`src/rtl/mult_issue.sv`:
```
// Multiply issue stage: accepts a signed multiply from decode, sequences
// the external mult32 unit (CLEAR, RUN) and presents the result on a
// valid/ready writeback port.
//
// Ports:
//   clk, rst_n                 clock, synchronous active-low reset
//   in_valid, in_ready         request handshake from decode
//   in_a, in_b, in_rd          operands and destination tag
//   flush                      pipeline kill, aborts any in-flight request
//   m_mcnd, m_mplr             operands to the multiplier
//   m_ctrl, m_on               multiplier clear / run enable
//   m_result, m_e, m_rdy       multiplier result, exception, done
//   wb_valid, wb_ready         writeback handshake
//   wb_data, wb_rd, wb_exc     writeback payload
//   stall                      high whenever a request is in flight
module mult_issue #(
    parameter int TIMEOUT = 63
) (
    input  logic        clk,
    input  logic        rst_n,
    input  logic        in_valid,
    input  logic [31:0] in_a,
    input  logic [31:0] in_b,
    input  logic [4:0]  in_rd,
    output logic        in_ready,
    input  logic        flush,
    output logic [31:0] m_mcnd,
    output logic [31:0] m_mplr,
    output logic        m_ctrl,
    output logic        m_on,
    input  logic [31:0] m_result,
    input  logic        m_e,
    input  logic        m_rdy,
    output logic        wb_valid,
    input  logic        wb_ready,
    output logic [31:0] wb_data,
    output logic [4:0]  wb_rd,
    output logic        wb_exc,
    output logic        stall
);

    typedef enum logic [1:0] {
        IDLE,
        CLEAR,
        RUN,
        DONE
    } state_t;

    // Last watchdog value before the forced timeout; the watchdog starts at
    // 0 on the first RUN cycle, so this yields TIMEOUT RUN cycles in total.
    localparam logic [5:0] WD_LAST = 6'(TIMEOUT - 1);

    state_t      state;
    state_t      state_nx;
    logic [31:0] hold_a;
    logic [31:0] hold_b;
    logic [4:0]  hold_rd;
    logic [31:0] data_q;
    logic        exc_q;
    logic [5:0]  wd;
    logic        clr_q;
    logic        zero_op;
    logic        timeout;

    assign zero_op = (in_a == 32'd0) || (in_b == 32'd0);
    assign timeout = (wd == WD_LAST);

    always_comb begin
        state_nx = state;
        if (flush) begin
            state_nx = IDLE;
        end else begin
            unique case (state)
                IDLE: begin
                    if (in_valid) begin
                        state_nx = zero_op ? DONE : CLEAR;
                    end
                end
                CLEAR: state_nx = RUN;
                RUN: begin
                    if (m_rdy || timeout) begin
                        state_nx = DONE;
                    end
                end
                DONE: begin
                    if (wb_ready) begin
                        state_nx = IDLE;
                    end
                end
                default: state_nx = IDLE;
            endcase
        end
    end

    always_ff @(posedge clk) begin
        if (!rst_n) begin
            state   <= IDLE;
            hold_a  <= '0;
            hold_b  <= '0;
            hold_rd <= '0;
            data_q  <= '0;
            exc_q   <= 1'b0;
            wd      <= '0;
            clr_q   <= 1'b1;
        end else begin
            state <= state_nx;
            // One-cycle clear pulse when a flush kills a running multiply.
            clr_q <= flush && (state == RUN);
            if (!flush) begin
                unique case (state)
                    IDLE: begin
                        if (in_valid) begin
                            hold_a  <= in_a;
                            hold_b  <= in_b;
                            hold_rd <= in_rd;
                            data_q  <= '0;
                            exc_q   <= 1'b0;
                        end
                    end
                    CLEAR: wd <= '0;
                    RUN: begin
                        wd <= wd + 6'd1;
                        if (m_rdy) begin
                            data_q <= m_result;
                            exc_q  <= m_e;
                        end else if (timeout) begin
                            data_q <= '0;
                            exc_q  <= 1'b1;
                        end
                    end
                    default: ;
                endcase
            end
        end
    end

    assign in_ready = (state == IDLE);
    assign stall    = (state != IDLE);
    assign m_mcnd   = hold_a;
    assign m_mplr   = hold_b;
    assign m_ctrl   = (state == CLEAR) || clr_q;
    assign m_on     = (state == RUN);
    assign wb_valid = (state == DONE);
    assign wb_data  = data_q;
    assign wb_exc   = exc_q;
    assign wb_rd    = hold_rd;

endmodule

```
`config.mk`:
```
export PLATFORM = sky130hd
export DESIGN_NAME = mult_issue
export DESIGN_NICKNAME = d
export VERILOG_FILES = /design/src/rtl/mult_issue.sv
export SDC_FILE = /design/constraint.sdc
export NUM_CORES = 1
export LEC_CHECK = 0
export BUFFER_PORTS_ARGS = -buffer_cell sky130_fd_sc_hd__buf_2
export CAP_MARGIN = 20
export CORE_ASPECT_RATIO = 1.1
export CORE_UTILIZATION = 45
export DETAILED_ROUTE_END_ITERATION = 8
export PLACE_DENSITY = 0.8
export SLEW_MARGIN = 20
export SYNTH_ARGS = -nofsm -noshare
export SYNTH_HDL_FRONTEND = slang
export SYNTH_SLANG_ARGS = --single-unit
```
`constraint.sdc`:
```
create_clock -name clk -period 5.5 [get_ports clk]
set_clock_uncertainty 0.1 [all_clocks]
set_input_delay 0.55 -clock clk [delete_from_list [all_inputs] [get_ports clk]]
set_output_delay 0.55 -clock clk [all_outputs]
set_load 0.02 [all_outputs]
```
Word-level counts from Yosys, hierarchy flattened. Cells that the tools add are included.

Muxes and demuxes: 14. Equality and inequality tests: 8. Reduce and logical (&&, ||, !) cells: 15. Add/sub/neg operators: 1. Bitwise logic cells: 2.

Operators with widths (count): $mux 32 (3); $logic_not 32->1 (2); $pmux 32 s2 (1); $pmux 6 s2 (1); $mux 2 (4); $pmux 2 s4 (1); $add 6x1->6 const B (1); $eq 6x6->1 const B (1); $reduce_and 3->1 (2); $reduce_bool 2->1 (3); $eq 2x2->1 const B (2); $ne 2x1->1 const B (2); $reduce_and 4->1 (1); $logic_or 1x1->1 (3); $mux 1 (3); $ne 3x1->1 const B (1); $eq 2x1->1 const B (1); $logic_not 2->1 (1); $ne 2x2->1 const B (1); $not 1->1 (2); $pmux 1 s2 (1); $reduce_and 2->1 (1); $reduce_or 2->1 (1); $logic_and 1x1->1 (1).

Input port bits: 108. Register bits after elaboration: 111. Output and inout bits: 107. Word-level logic and storage cells: 48.

Longest topological paths before layout.
Depth in word-level cells: 5. Mapped depth: 9. Gate-level depth less buffers: 7.

Worst setup path after synthesis. Ideal clock, no wire load.

Kind: reg-to-reg. Start point: reg state[0]. End point: reg data_q[10] (netlist: wb_data[10]). Arrival time: 1.664 ns. Required time: 5.283 ns. Setup slack: 3.620 ns. Library setup time: 0.117 ns. Cell stages (with the launch flop): 9. Period minus slack after synthesis: 1.880 ns. Buffers on the path: 1. Cell sequence: dfxtp_1 > inv_1 > ha_1 > and2b_1 > nor3_4 > nand2_2 > buf_6 > nand2_1 > a21boi_1.

Cells in the longest elaborated chain, start to end: 3. Elaborated cells between the ends (all ways): 7. Those cells by class: 3 x eq/ne; 1 x mux; 3 x reduce/logical.

Ends and longest elaborated chain: start: declaration (RTL line 53) `state_t state;`; start signal: assignment (RTL line 106) `state <= state_nx;`; $logic_not 2->1 *; via in_ready (RTL line 25) `output logic in_ready,`; $ne 2x2->1 (no line) / $reduce_bool 2->1 (equally long branches); $reduce_and 4->1 (no line); end signal: assignment (RTL line 124) `data_q <= m_result;`; end: declaration (RTL line 58) `logic [31:0] data_q;`.

Mark *: on every way through the listed nets, which the timed path passes. The rest lies on a longest branch. A chain may end at the register's enable or synchronous reset.

Worst setup path after layout.
Start point: reg state[0]. End point: reg data_q[0] (netlist: wb_data[0]).

Cells in the longest elaborated chain, start to end: 3. Elaborated cells between the ends (all ways): 7. Those cells by class: 3 x eq/ne; 1 x mux; 3 x reduce/logical.

Ends and longest elaborated chain: $eq 2x2->1 / $logic_not 2->1 (equally long branches) (RTL line 110) `unique case (state)`; $ne 3x1->1 (no line), or another cell as far along; $reduce_and 4->1 (no line).

Several ways; a longest one is shown, not always the timed one.

==> impl_metrics.toml <==
[finish]
seqCellArea_sq_mm = 0.00222
drive_gt1_frac = 0.327
fin_util = 0.593
areaGrowthSynthToFinish_pct = 28.5
layout_commonest_cell = "buf_2"
stdcell_count = 850
fillers = 922
final_cell_mix = "buf_2, nand2_1, dfxtp_1"
nNetsFinal = 840
multi_input_area_sq_mm = 0.00208
n_antenna_cell = 0
design_area_sq_mm = 0.00583

[drt]
wl_per_cell_microns = 14.8
drt-initial-drc-count = 289
routed_wirelength_mm = 12.6
vias_per_cell = 5.25
drt.antenna.violating_nets = 0
vias = 4459
dr.pass1.iters = 6
drc = 29

[worst_setup_path]
reg2reg_depth = 8
r2r-start = "state[0]"
critPathMaxFanout = 39
critPathLaunchType = "flip-flop"
crit_start = "state[0]"
cp_data_arrival_time_ns = 2.94
ff2ff_setup_slack_ns = 2.70
cp-end-kind = "flip-flop"
cp.required_ns = 5.65
critPathMaxStageDelay_ns = 0.60
worstPathCellList = "inv_1 -> ha_1 -> buf_4 -> nor2_1 -> nor3_4 -> nand2_2 -> nand2_1 -> a21boi_0"
crit_buf_inv = 2
critPathTopFamily = "simple AND/OR/NAND/NOR gates"
cp_slowest_cell = "nor3_4"
reg2reg_to = "wb_data[0]"
crit_type = "flip-flop to flip-flop"

[power_and_ir_drop]
powerDensity_mw_per_mm2 = 282
power_frac_comb = 0.132
p_int_mw = 1.22
sequentialPowerShare = 0.513
clkPwrFrac = 0.355
p_total_mw = 1.65
p_sw_mw = 0.422
p_leak_nw = 2.59
vdd_drop_max_uv = 131
switching_share = 0.256

[clocking]
ctsHoldBuffers = 0
cts-root-buf = "clkbuf_8"
cts_sinks = 111
cts_tree = "yes"
cts_resized = 0
clkLatencyLatePin_ns = 0.36
numCtsBuffers = 9
clockBufferDepth = 2
htree_num_levels = 3
clk_pin_slew_ns = 0.10
post_cts.repair.setup_buffers = 0

[timing]
finalSetupViolations = 0
whs_ns = 0.327
tns_ns = 0
worst_pin_slew_ns = 0.711
rsz0062_at_grt = "no"
timing.final.ws_setup_ns = 2.70
final_max_slew_viol_count = 0
maxSlewHeadroom = 0.525
fin_crit_sh = 0.508
min_period_ns = 2.80
fmax_ghz = 0.358
hold_violations = 0

[place]
dp_slack_ns = 2.26
dpl-instance-area_sq_mm = 0.00558
dp.cells = 834
place_hpwl_mm = 9.06
gp_congestion = 0.804
io_buffers = 214

[floorplanning]
rows = 38
start_util = 0.461
die_w_microns = 97.8
ioPinCount = 215
core_area_sq_mm = 0.00984
die-area_sq_mm = 0.0105
die_h_microns = 107

[global_route]
grt_pass1_vias = 4153
grt_max_degree = 59
grt_pass1_wl_mm = 19.8
antenna_found_initial = 0
grt_overflow = 0
grt_usage = 0.236

[hold_path]
hold_depth = 3
min_from = "in_b[18]"
holdPathEnd = "m_mplr[18]"
holdCritPathClass = "input pin to flip-flop"

[synthesis]
synth_compound_area_frac = 0.182
syn_avg_cell_area_sq_um = 8.46
netlist_area_sq_mm = 0.00454
synth_top_family_by_area = "simple AND/OR/NAND/NOR gates"
synthAdderAreaFrac = 0.0165
synth-main-ff-cell = "dfxtp_1"
synth-edff-count = 0
synth.ff_latch_count = 111
synthMuxAreaShare = 0
ys_types = 33
ys_seq_area_frac = 0.489
yosys_warnings = 0
syn_nets = 651
synthCells = 537
yosys.area_share.simple = 0.251
async_reset_ff_frac = 0
synth_xor_xnor_area_share = 0.00771

[run_status]
status = "finished with violations"
violations = "design-rule violations"

[flow_run]
max-cap-violations = 0
final cells by class:
class / instances / share of cell area
clock inverters: 5 / 0.0182
repair buffers: 219 / 0.191
clock buffers: 10 / 0.0236
multi-input cells: 379 / 0.356
inverters: 6 / 0.00386
well taps: 120 / 0.0257
flip-flops and latches: 111 / 0.381
worst register-to-register path: stages (launching register included):
cell and delay (ns):
dfxtp_1 0.36, inv_1 0.10, ha_1 0.14, buf_4 0.36
nor2_1 0.15, nor3_4 0.60, nand2_2 0.54, nand2_1 0.24
a21boi_0 0.10
worst max-delay path by stage:
stage,to,cells past startpoint
6_report,wb_data[0],8
5_1_grt,wb_data[1],8
4_1_cts,wb_data[12],8
3_5_place_dp,wb_data[12],8
3_3_place_gp,wb_data[0],8
2_1_floorplan,wb_data[10],8
state kept, by name (all words and copies together), names as in the netlist:
register and cells:
state 2, m_mcnd 32, wd 6, wb_exc 1
clr_q 1, m_mplr 32, wb_data 32, wb_rd 5
cell usage after synthesis (all sizes together) (2+ instances only):
library cell  count  area (sq um)
a21boi          101           758
a21oi             2          10.0
buf              20           144
clkbuf           21          78.8
dfxtp           111          2220
ha                6          75.1
inv               6          22.5
nand2           180           678
nand4            38           238
nor2             13          51.3
nor2b             3          18.8
nor4             16           100
o211ai            2          15.0
o21ai             4          20.0
or2               2          12.5
xor2              3          26.3
power by group through the flow:
| stage | logic (mW) | clock network (mW) | registers [mW] |
|---|---|---|---|
| 3_3_place_gp | 0.210 | 0 | 0.861 |
| 6_report | 0.218 | 0.585 | 0.844 |
| 2_1_floorplan | 0.0980 | 0 | 0.894 |
| 3_5_place_dp | 0.216 | 0 | 0.863 |
| 4_1_cts | 0.216 | 0.604 | 0.844 |
| 5_1_grt | 0.238 | 0.629 | 0.848 |
routing by layer:
layer / track usage / wire (microns)
met1: 0.279 / 5080
met5: 0 / 0
met2: 0.403 / 6200
met4: 0.132 / 497
met3: 0.0468 / 780
logic make-up (layout without fill, tap and decap cells):
group | after synthesis | in the layout
and+or+nand+nor | 257 | 257
AOI/OAI and AO/OA | 112 | 112
adders and majority gates | 6 | 6
xor gates and xnor gates | 4 | 4
DFF | 111 | 111
buffers and inverters | 47 | 240
Note: power is estimated with default switching activity, not from simulation.
